$ cat config.mk
export PLATFORM = sky130hd
export DESIGN_NAME = vram_dma
export DESIGN_NICKNAME = d
export VERILOG_FILES = /design/src/rtl/vram_dma.sv
export SDC_FILE = /design/constraint.sdc
export NUM_CORES = 1
export LEC_CHECK = 0
export CAP_MARGIN = 20
export CORE_MARGIN = 10
export CORE_UTILIZATION = 55
export DETAILED_ROUTE_END_ITERATION = 6
export PLACE_DENSITY = 0.86
export SYNTH_ARGS = -nofsm -noshare
export SYNTH_HDL_FRONTEND = slang
export SYNTH_SLANG_ARGS = --single-unit
$ cat constraint.sdc
create_clock -name i_clk -period 5.9 [get_ports i_clk]
set_input_delay 0.59 -clock i_clk [delete_from_list [all_inputs] [get_ports i_clk]]
set_output_delay 0.59 -clock i_clk [all_outputs]
set_load 0.01 [all_outputs]
$ cat src/rtl/vram_dma.sv
// CPU-side VRAM block copier: clears the vblank IRQ, waits for blanking, then
// streams bytes from a source port into VRAM, aborting if blanking ends early.
`ifndef VRAM_ADDR_WIDTH
`define VRAM_ADDR_WIDTH 10
`endif

module vram_dma #(
  parameter int unsigned ADDR_W = `VRAM_ADDR_WIDTH,
  parameter int unsigned SRC_W  = 16,
  parameter int unsigned LEN_W  = 12
) (
  input  logic              i_clk,
  input  logic              i_rst_n,
  input  logic              i_start,
  input  logic              i_auto_en,
  input  logic [SRC_W-1:0]  i_src_base,
  input  logic [ADDR_W-1:0] i_dst_base,
  input  logic [LEN_W-1:0]  i_length,
  output logic [SRC_W-1:0]  o_src_addr,
  output logic              o_src_req,
  input  logic              i_src_ack,
  input  logic [7:0]        i_src_data,
  output logic [ADDR_W-1:0] o_address,
  output logic [7:0]        o_data_out,
  output logic              o_data_oe,
  input  logic [7:0]        i_data_in,
  output logic              o_write_enable,
  output logic              o_select_in_vblank,
  output logic              o_select_clr_vblank_irq,
  input  logic              i_vblank_irq,
  output logic              o_busy,
  output logic              o_done,
  output logic              o_overrun
);

  localparam logic [2:0] S_IDLE  = 3'd0;
  localparam logic [2:0] S_CLR   = 3'd1;
  localparam logic [2:0] S_CHECK = 3'd2;
  localparam logic [2:0] S_FETCH = 3'd3;
  localparam logic [2:0] S_WRITE = 3'd4;
  localparam logic [2:0] S_FIN   = 3'd5;
  localparam logic [2:0] S_ABORT = 3'd6;

  logic [2:0]        r_state;
  logic [2:0]        w_state_d;
  logic [SRC_W-1:0]  r_src_base;
  logic [ADDR_W-1:0] r_dst_base;
  logic [LEN_W-1:0]  r_len;
  logic [LEN_W-1:0]  r_idx;
  logic [LEN_W-1:0]  w_idx_inc;
  logic [7:0]        r_byte;
  logic              r_overrun;
  logic              r_irq_q;
  logic              w_launch;
  logic              w_abort;
  logic              w_unused;

  assign w_unused  = ^i_data_in[7:1];
  assign w_idx_inc = r_idx + LEN_W'(1);
  assign w_launch  = (r_state == S_IDLE) &&
                     (i_start || (i_auto_en && i_vblank_irq && !r_irq_q));
  // Blanking ended after the transfer had already started writing
  assign w_abort   = (r_state == S_CHECK) && !i_data_in[0] && (r_idx != '0);

  always_comb begin
    w_state_d = r_state;
    case (r_state)
      S_IDLE:  if (w_launch) w_state_d = (i_length == '0) ? S_FIN : S_CLR;
      S_CLR:   w_state_d = S_CHECK;
      S_CHECK: begin
        if (i_data_in[0]) w_state_d = S_FETCH;
        else if (w_abort) w_state_d = S_ABORT;
      end
      S_FETCH: if (i_src_ack) w_state_d = S_WRITE;
      S_WRITE: w_state_d = (w_idx_inc == r_len) ? S_FIN : S_CHECK;
      S_FIN:   w_state_d = S_IDLE;
      S_ABORT: w_state_d = S_IDLE;
      default: w_state_d = S_IDLE;
    endcase
  end

  always_ff @(posedge i_clk or negedge i_rst_n) begin
    if (!i_rst_n) begin
      r_state    <= S_IDLE;
      r_src_base <= '0;
      r_dst_base <= '0;
      r_len      <= '0;
      r_idx      <= '0;
      r_byte     <= '0;
      r_overrun  <= 1'b0;
      r_irq_q    <= 1'b0;
    end else begin
      r_irq_q <= i_vblank_irq;
      r_state <= w_state_d;
      if (w_launch) begin
        r_src_base <= i_src_base;
        r_dst_base <= i_dst_base;
        r_len      <= i_length;
        r_idx      <= '0;
        r_overrun  <= 1'b0;
      end
      if ((r_state == S_FETCH) && i_src_ack) r_byte <= i_src_data;
      if (r_state == S_WRITE) r_idx <= w_idx_inc;
      if (w_abort) r_overrun <= 1'b1;
    end
  end

  always_comb begin
    o_src_addr              = '0;
    o_src_req               = 1'b0;
    o_address               = '0;
    o_data_out              = '0;
    o_data_oe               = 1'b0;
    o_write_enable          = 1'b0;
    o_select_in_vblank      = 1'b0;
    o_select_clr_vblank_irq = 1'b0;
    o_done                  = 1'b0;
    case (r_state)
      S_CLR: begin
        o_write_enable          = 1'b1;
        o_select_clr_vblank_irq = 1'b1;
        o_data_oe               = 1'b1;
      end
      S_CHECK: o_select_in_vblank = 1'b1;
      S_FETCH: begin
        o_src_req  = 1'b1;
        o_src_addr = r_src_base + SRC_W'(r_idx);
      end
      S_WRITE: begin
        o_address      = r_dst_base + ADDR_W'(r_idx);
        o_data_out     = r_byte;
        o_data_oe      = 1'b1;
        o_write_enable = 1'b1;
      end
      S_FIN:   o_done = 1'b1;
      S_ABORT: o_done = 1'b1;
      default: ;
    endcase
  end

  assign o_busy    = (r_state != S_IDLE);
  assign o_overrun = r_overrun;

endmodule

### Word-level counts from Yosys, hierarchy flattened

Cells that the tools add are included.

* reduce and logical (&&, ||, !) cells: 18
* equal/unequal tests: 10
* multiplexer cells: 19
* $add $sub $neg: 3

Operator list (number)
* $mux 12: 2
* $mux 3: 6
* $add 16x12->16: 1
* $mux 16: 1
* $pmux 3 s5: 1
* $add 12x1->12 const B: 1
* $eq 12x12->1: 1
* $logic_not 12->1: 1
* $reduce_bool 12->1: 1
* $add 10x10->10: 1
* $mux 10: 1
* $eq 3x3->1 const B: 3
* $mux 8: 1
* $mux 1: 7
* $eq 3x2->1 const B: 2
* $logic_and 1x1->1: 6
* $ne 2x2->1 const B: 2
* $reduce_bool 2->1: 2
* $reduce_or 2->1: 2
* $eq 3x1->1 const B: 1
* $logic_not 3->1: 1
* $ne 3x3->1 const B: 1
* $reduce_and 3->1: 1
* $reduce_bool 3->1: 1
* other kinds (2): 3

* logic and storage cells: 58
* bits of input ports: 60
* output and inout bits: 42
* register bits after elaboration: 63

### Longest topological paths before layout

Gate-level depths: netlist (run 1).

* depth in word-level cells: 6
* mapped depth: 8

### Worst setup path before layout (run 1)

Ideal clock, no wire load.

* path type: register -> output
* start point: register r_idx[0]
* end point: output port o_address[8]
* data arrival time: 2.256 ns
* path buffers: 0
* slack: 3.054 ns
* stages on the path, launching flop included: 9
* required time: 5.310 ns
* cell sequence: dfrtp_1 -> ha_1 -> fa_1 -> a21o_1 -> a21oi_1 -> o21bai_1 -> a2111oi_0 -> o211ai_1 -> nand2_1

* cells in the longest elaborated chain, start to end: 2

Ends and longest elaborated chain
* from (decl): line 49 `logic [LEN_W-1:0] r_idx;`
* from (signal assigned): line 103 `if (r_state == S_WRITE) r_idx <= w_idx_inc;`
* $add 10x10->10: line 130 `o_address = r_dst_base + ADDR_W'(r_idx);`
* $mux 10: line 118 `case (r_state)`
* to (decl): line 23 `output logic [ADDR_W-1:0] o_address,`

No other way between the ends.

### Worst setup path in the final report (run 1)

Same ends and word-level chain as after synthesis.

==> results, run 1 <==
- The flow ran to the end, and the final reports show no timing, DRC or antenna violations.
- Measured against its own limit, the worst slew margin works out to 0.466.
- Dividing the detail-routed wire length by the instance count gives 18.4 um.
- In the routed layout, each cell is associated on average with a via count of 5.92.
- In this run the vertical extent of the chip is ~110 um.
- For this block, the initial DRC count from the detailed router was approximately 290.
- For this run, the slowest stage of the critical path takes 690 ps.
- The kind of critical path is flip-flop to primary output.
- For this run, design rule violations remaining after detail routing come to 0.
- The cell type of the slowest stage on the worst timing path is a2111oi_0.
- The critical path goes through ha_1, fa_1, a21o_1, a21oi_1, o21bai_1, a2111oi_0, o211ai_1, nand2_1, clkdlybuf4s50_1.
- The count of input and output buffers is 94.
- The final non-filler cell total is 630.
- Along the worst path, the maximum fanout reaches 9.
- The flip-flop and latch count after synthesis is between 60 and 70.
- Entering global routing, the biggest net connects 64 pins.
- The final number of hold-violating endpoints is 0.
- For this design, the CTS-stage hold fixing added 0 buffers.
- The number of setup buffers added after CTS is 0.
- The later pin in the worst-skew pair is clocked with a latency of 350 ps.
- The clock sink count is 63.
- The worst voltage drop across the vdd grid is roughly 0.00021 V.
- The detailed router placed 3732 vias in this run.
- The repair_antennas step left the layout with diodes totalling 0.
- The worst setup path is launched from a flip-flop.
- The number of distinct standard cells referenced by the synthesized netlist is 56.
- The analysis attributes to cell leakage a power of 0.00237 uW.
- The count of H-tree levels built during CTS is 3.
- The number of max-capacitance violations reported is 0.
- The data arrival at the endpoint of the critical path is 3730 ps.
- The met3 global-route usage is 0.0333.
- The most congested layer reported by global routing is met2.
- For this run, the number of Yosys warnings is 0.
- The initial antenna violation count came to 0.
- The netlist area before placement is 4270 um2.
- In this run the core area contains 32 standard-cell rows.
- After synthesis, the cell types taking the most area are dfrtp_1 37%, mux2_2 12%, ha_1 6.7%.
- The routed design has 11.6 mm of wire.
- Synthesis produced 437 cells.
- The initial utilization of the core area, before any placement, comes to 0.559.
- The area of all placed cells without fillers is roughly 5400 um2.
- Counting instances in the post-synthesis netlist gives the leading cell types as 63 x dfrtp_1, 46 x mux2_2, 32 x nor2_1.
- Compared with the post-synthesis result, the final layout area differs by 27.1%.
- The final setup violation count is 0.
- The die is 108 um wide.
- The mean cell area of the mapped netlist is ~9.8 um2.
- Of the post-synthesis cell area, the dominant cell type holds 0.369.
- The congestion estimate from routability-driven global placement came to 0.884.
- The global-route total usage across every layer is 0.199.
- The share of the clock period used by the worst path after layout is 0.732.
- The final antenna-violating net count is 0.
- Setup repair after global routing left no endpoint under its margin.
- Clock-pin slew was measured on the worst setup and hold paths at 80 ps.
- In the synthesized netlist the async set-or-reset flop fraction comes to 1.00.
- The total chip power is between 2000 and 2500 uW.
- The clock skew is 8.58 ps.
- In this run the count of I/O pins placed on the die edge is roughly 100.
- The total power density per cell area is 411 nW/um2.
- Counting tap cells, the placed design contains a total of a little over 600 instances.
- Summing all placed instances gives a cell area of 5230 um2.
- The share of the Yosys chip area taken by registers is 0.369.
- The post-synthesis net count is roughly 520.
- The net count of the finished layout is 608.
- The number of global-route vias before repair came to approximately 3.7k.
- The setup TNS is 0 ps.
- The number of gates resized after CTS is 0.
- The number of max-slew violations in the final report is 0.
- The maximum operating frequency is 232 MHz.
- The most used standard cell by instance count after synthesis is dfrtp_1.
- The root buffer cell chosen for the clock tree is clkbuf_8.
- For this run, the leading register cell type out of synthesis is dfrtp_1.
- STA puts the critical path data required time at approximately 5300 ps.
- Counting I/O delays and the setup requirement, the final critical path takes roughly 4300 ps.
- Of the cells placed in the final design, the portion with a size suffix greater than 1 is 0.136.
- The library cell occupying the most area in the post-synthesis netlist is dfrtp_1.
- For the pin with the worst max-slew slack, the measured transition is 802 ps.
- The endpoint class of the critical path is a primary output.
- The HPWL after detailed placement is 8.79 mm.
- The first global-routing pass estimated 18.8 mm of wire.
- Before antenna repair, the detailed router went through 4 iterations.
- The tightest min-delay check is of the input port to asynchronous set/reset pin type.
- The TritonCTS clock tree is done.
- The number of enable-type register cells in the synthesized netlist is 0.
- For this run, global-route usage on met1 was measured as 0.237.
- The number of buffers between clock root and the deepest sink is 2.
- The core footprint is 7650 um2.
- For this run, global-route usage on met2 was measured as 0.351.
- The full die area is 11700 um2.
- Summed over all layers, the global routing overflow is 0.
- The number of clock buffers added by TritonCTS is 9.
## critical path: cells and delay by family (launching register included)
family                     cells  cell delay, ps
AOI/OAI and AO/OA              5            1450
adders and majority gates      2             740
DFF                            1             540
buffers and inverters          1             540
and+or+nand+nor                1             120
## cell type report
cell class / instances / area (um2)
clock inverter: 7 / 73.8
inverter: 13 / 48.8
timing repair buffer: 97 / 958
multi-input combinational: 339 / 2520
sequential: 63 / 1580
tap: 102 / 128
fill: 588 / 2220
clock buffer: 9 / 124
## logic make-up (layout without fill, tap and decap cells)
logic type / after synthesis / count (layout) / share of synthesized area
and+or+nand+nor: 135 / 135 / 0.171
AOI/OAI and AO/OA: 96 / 96 / 0.143
DFF: 63 / 63 / 0.369
muxes: 52 / 52 / 0.135
buffers and inverters: 35 / 126 / 0.0410
xor gates and xnor gates: 31 / 31 / 0.0635
adders and majority gates: 25 / 25 / 0.0767
## per-layer routing
layer | share of wire | vias to the layer above
li1 | - | 1781
met1 | 0.40 | 1808
met2 | 0.52 | 128
met3 | 0.063 | 15
met4 | 0.012 | 0
met5 | 0 | -
## layout by cell type (no fill, tap or decap), types with 15 or more instances in the layout
cell type        netlist  final
mux2_2                46     46
dfrtp_1               63     63
nand3_1               15     15
nor2_1                32     32
o21ai_0               29     29
clkdlybuf4s50_1        0     93
a21oi_1               18     18
nand2_1               27     27
xor2_1                17     17
ha_1                  23     23
## path summary, 6_finish.rpt
| kind | startpoint | endpoint | slack, ps | cells past startpoint |
|---|---|---|---|---|
| worst max-delay path | r_idx[0] | o_address[8] | 1580 | 9 |
| worst max register to register | r_idx[1] | r_state[1] | 3120 | 7 |
| min in group i_clk | o_overrun | o_overrun | 500 | 2 |
| worst min-delay path | i_rst_n | r_src_base[13] | 400 | 2 |
| max in group asynchronous | i_rst_n | r_dst_base[9] | 4970 | 2 |
| worst min register to register | o_overrun | o_overrun | 500 | 2 |
## state kept, by name (all words and copies together) (netlist names)
| name | count |
|---|---|
| r_src_base | 16 |
| r_irq_q | 1 |
| r_idx | 12 |
| r_len | 12 |
| o_overrun | 1 |
| r_state | 3 |
| r_dst_base | 10 |
| r_byte | 8 |
## power by group
group / total (uW) / leakage (uW) / internal, uW / switching [uW]
combinational: 1060 / 0.00150 / 566 / 490
clock: 384 / 0.0000992 / 196 / 188
sequential: 795 / 0.000772 / 614 / 181
total: 2230 / 0.00237 / 1380 / 858
## metrics by stage
step,hold WS [ps],util,worst slack (ps)
finish,401,0.710,1580
global placement,470,0.684,2290
CTS,436,0.710,1610
floorplan,294,-,3050
global route,472,0.710,1470
detailed placement,480,0.684,2010
No activity file was read; power rests on OpenSTA's default activity.
==> run 2, diff against run 1 <==
--- a/config.mk
+++ b/config.mk
@@ -7,9 +7,9 @@
 export LEC_CHECK = 0
 export CAP_MARGIN = 20
 export CORE_MARGIN = 10
-export CORE_UTILIZATION = 55
+export CORE_UTILIZATION = 51
 export DETAILED_ROUTE_END_ITERATION = 6
-export PLACE_DENSITY = 0.86
+export PLACE_DENSITY = 0.81
 export SYNTH_ARGS = -nofsm -noshare
 export SYNTH_HDL_FRONTEND = slang
 export SYNTH_SLANG_ARGS = --single-unit
==> constraint.sdc (replaced) <==
create_clock -name i_clk -period 4.5 [get_ports i_clk]
set_input_delay 0.45 -clock i_clk [delete_from_list [all_inputs] [get_ports i_clk]]
set_output_delay 0.45 -clock i_clk [all_outputs]
set_load 0.01 [all_outputs]
==> results, run 2 (synthesis results as in run 1) <==
- The worst voltage drop across the vdd grid is 0.000271 V (was 0.000208 V).
- The proportion of layout cells with a drive suffix above 1 came to 0.136 (unchanged).
- The count of vias placed by the detailed router is 3642 (was 3732).
- The flip-flop count of the largest register after layout is 16 (unchanged).
- The HPWL reported at the end of detailed placement is 8.73 mm (was 8.79 mm).
- The data arrival at the endpoint of the critical path is 3440 ps (was 3730 ps).
- Largest registers: r_src_base x16, r_idx x12, r_len x12 (unchanged).
- The final setup slack of the worst path came to 610 ps (was 1580 ps).
- The wire length of the first global-routing pass is 18.9 mm (was 18.8 mm).
- The area added between synthesis and finish is 28.3% (was 27.1%).
- The data required time of the worst path is 4050 ps (was 5310 ps).
- The count of standard-cell rows came to 33 (was 32).
- The average detailed-routed wire length per instance is 18.0 um (was 18.4 um).
- The global-route total usage across every layer is 0.181 (was 0.199).
- The number of gates resized after CTS is 0 (unchanged).
- The number of global-route vias before repair is 3820 (was 3748).
- The final antenna-violating net count is 0 (unchanged).
- The core footprint is 8180 um2 (was 7650 um2).
- The setup slack on the worst flop-to-flop path was 1790 ps (was 3120 ps).
- The total iterations of the first detailed-routing run was 4 (unchanged).
- The number of filler cells placed in the layout is 659 (was 588).
- The number of max-slew violations in the final report is 0 (unchanged).
- The post-place setup slack is 999 ps (was 2010 ps).
- The initial DRC count was 226 (was 285).
- The setup TNS came to 0 ps (unchanged).
- Leading cell types in the layout, fill and taps excluded: 93 x clkdlybuf4s50_1, 63 x dfrtp_1, 46 x mux2_2 (unchanged).
- The count of H-tree levels built during CTS came to 3 (unchanged).
- Dividing the final minimum period by the clock period gives 0.864.
- The clock edge transition at the registers on the reported setup and hold paths is 80 ps (about the same).
- The count of input and output buffers is 94 (unchanged).
- The slew at the pin closest to its max-slew limit is 821 ps (was 802 ps).
- The maximum fanout count along the critical path is 9 (unchanged).
- The initial antenna violation count came to 0 (unchanged).
- The buffer type at the clock tree root is clkbuf_8 (unchanged).
- The final setup violation count is 0 (unchanged).
- The post-detailed-routing wire length was 11.4 mm (was 11.6 mm).
- The full die area is 12400 um2 (was 11700 um2).
- The TritonCTS clock tree was done (unchanged).
- The endpoint class of the critical path is a primary output (unchanged).
- The number of hold buffers added after cts is 0 (unchanged).
- The total chip power was 3040 uW (was 2230 uW).
- The leftover overflow at the end of global routing is 0 (unchanged).
- The number of antenna repair diodes came to 0 (unchanged).
- The placer's final routability congestion estimate came to 0.852 (was 0.884).
- Derived from the worst setup path, the maximum achievable clock frequency is 257 MHz.
- The kind of path behind the tightest hold check was input port to asynchronous set/reset pin (unchanged).
- Status: completed (unchanged).
- The height of the die is 112 um (was 108 um).
- The worst relative slew slack is 0.451 (was 0.466).
- The number of remaining DRC errors was 0 (unchanged).
- The register with the most flip-flops was r_src_base (unchanged).
- The clock skew is 9.49 ps (was 8.58 ps).
- The number of buffers between clock root and the deepest sink is 2 (unchanged).
- The leakage component of the power was 0.00239 uW (was 0.00237 uW).
- The ratio of routed vias to standard cells is 5.75 (was 5.92).
- Subtracting the final worst setup slack from the clock period gives a little under 4000 ps.
- The worst-skew pair later-pin latency is 350 ps (about the same).
- The pin count of the biggest net entering global routing was 64 (unchanged).
- The initial cell density of the core is 0.523 (was 0.559).
- The number of primary I/O pins came to 102 (unchanged).
- The total power density per cell area was 554 nW/um2 (was 411 nW/um2).
- The final layout net count is 608 (unchanged).
- Setup repair after global routing missed its margin: no (unchanged).
- The worst reg2reg path depth was 7 (unchanged).
- The most common cell after layout, fill and taps aside was clkdlybuf4s50_1 (unchanged).
- The clock sink count is 63 (unchanged).
- The number of max-capacitance violations reported is 0 (unchanged).
- The final number of hold-violating endpoints is 0 (unchanged).
- The number of buffers created by CTS is 9 (unchanged).
- The startpoint type of the worst setup path is a flip-flop (unchanged).
- The die extent in x is 112 um (was 108 um).
- The kind of critical path is flip-flop to primary output (unchanged).
- The post-CTS repair timing setup buffer count is 0 (unchanged).
==> run 2: path summary, 6_finish.rpt <==
path	from	end
min in group i_clk	o_overrun	o_overrun
min	i_rst_n	r_idx[5]
max reg2reg	r_idx[1]	r_state[0]
min reg2reg	o_overrun	o_overrun
max in group asynchronous	i_rst_n	r_len[3]
max	r_idx[0]	o_address[8]
==> run 2: worst max-delay path, cell delays in order (launching register included) <==
cell and delay, ps:
dfrtp_1 520, ha_1 280, fa_1 420, a21o_1 180, a21oi_1 240, o21bai_1 110, a2111oi_0 530, o211ai_1 170
nand2_1 110, clkdlybuf4s50_1 540
==> run 2: final cells by class <==
class,count,area [um2],share of cell area
Multi-Input combinational cell,339,2520,0.460
Clock inverter,6,108,0.0196
Inverter,13,48.8,0.00890
Clock buffer,10,138,0.0251
Tap cell,105,131,0.0240
Timing Repair Buffer,97,958,0.175
Sequential cell,63,1580,0.288
==> run 2: metal layers <==
metal  share of wire  GRT usage
met1            0.43      0.212
met2            0.52      0.317
met3           0.045     0.0472
met4           0.012     0.0548
met5               0          0
==> run 2: stage by stage <==
stage,cell area (um2),hold slack [ps],util,instances
final,5480,265,0.670,633
after global routing,5480,347,0.670,633
after CTS,5480,292,0.670,633
after detailed placement,5240,463,0.640,617
after global placement,5240,462,0.640,617
after floorplan,4270,154,-,437
==> run 2: where the power goes <==
group          internal [uW]  switching, uW  leakage [uW]
combinational            745            643       0.00150
clock                    381            229      0.000122
sequential               806            232      0.000772
==> run 3, diff against run 2 <==
--- a/config.mk
+++ b/config.mk
@@ -9,6 +9,7 @@
 export CORE_MARGIN = 10
 export CORE_UTILIZATION = 51
 export DETAILED_ROUTE_END_ITERATION = 6
+export GPL_ROUTABILITY_DRIVEN = 1
 export PLACE_DENSITY = 0.81
 export SYNTH_ARGS = -nofsm -noshare
 export SYNTH_HDL_FRONTEND = slang
==> results of run 3 <==
Same layout as run 2: the final DEF is identical, and so are final timing and power.
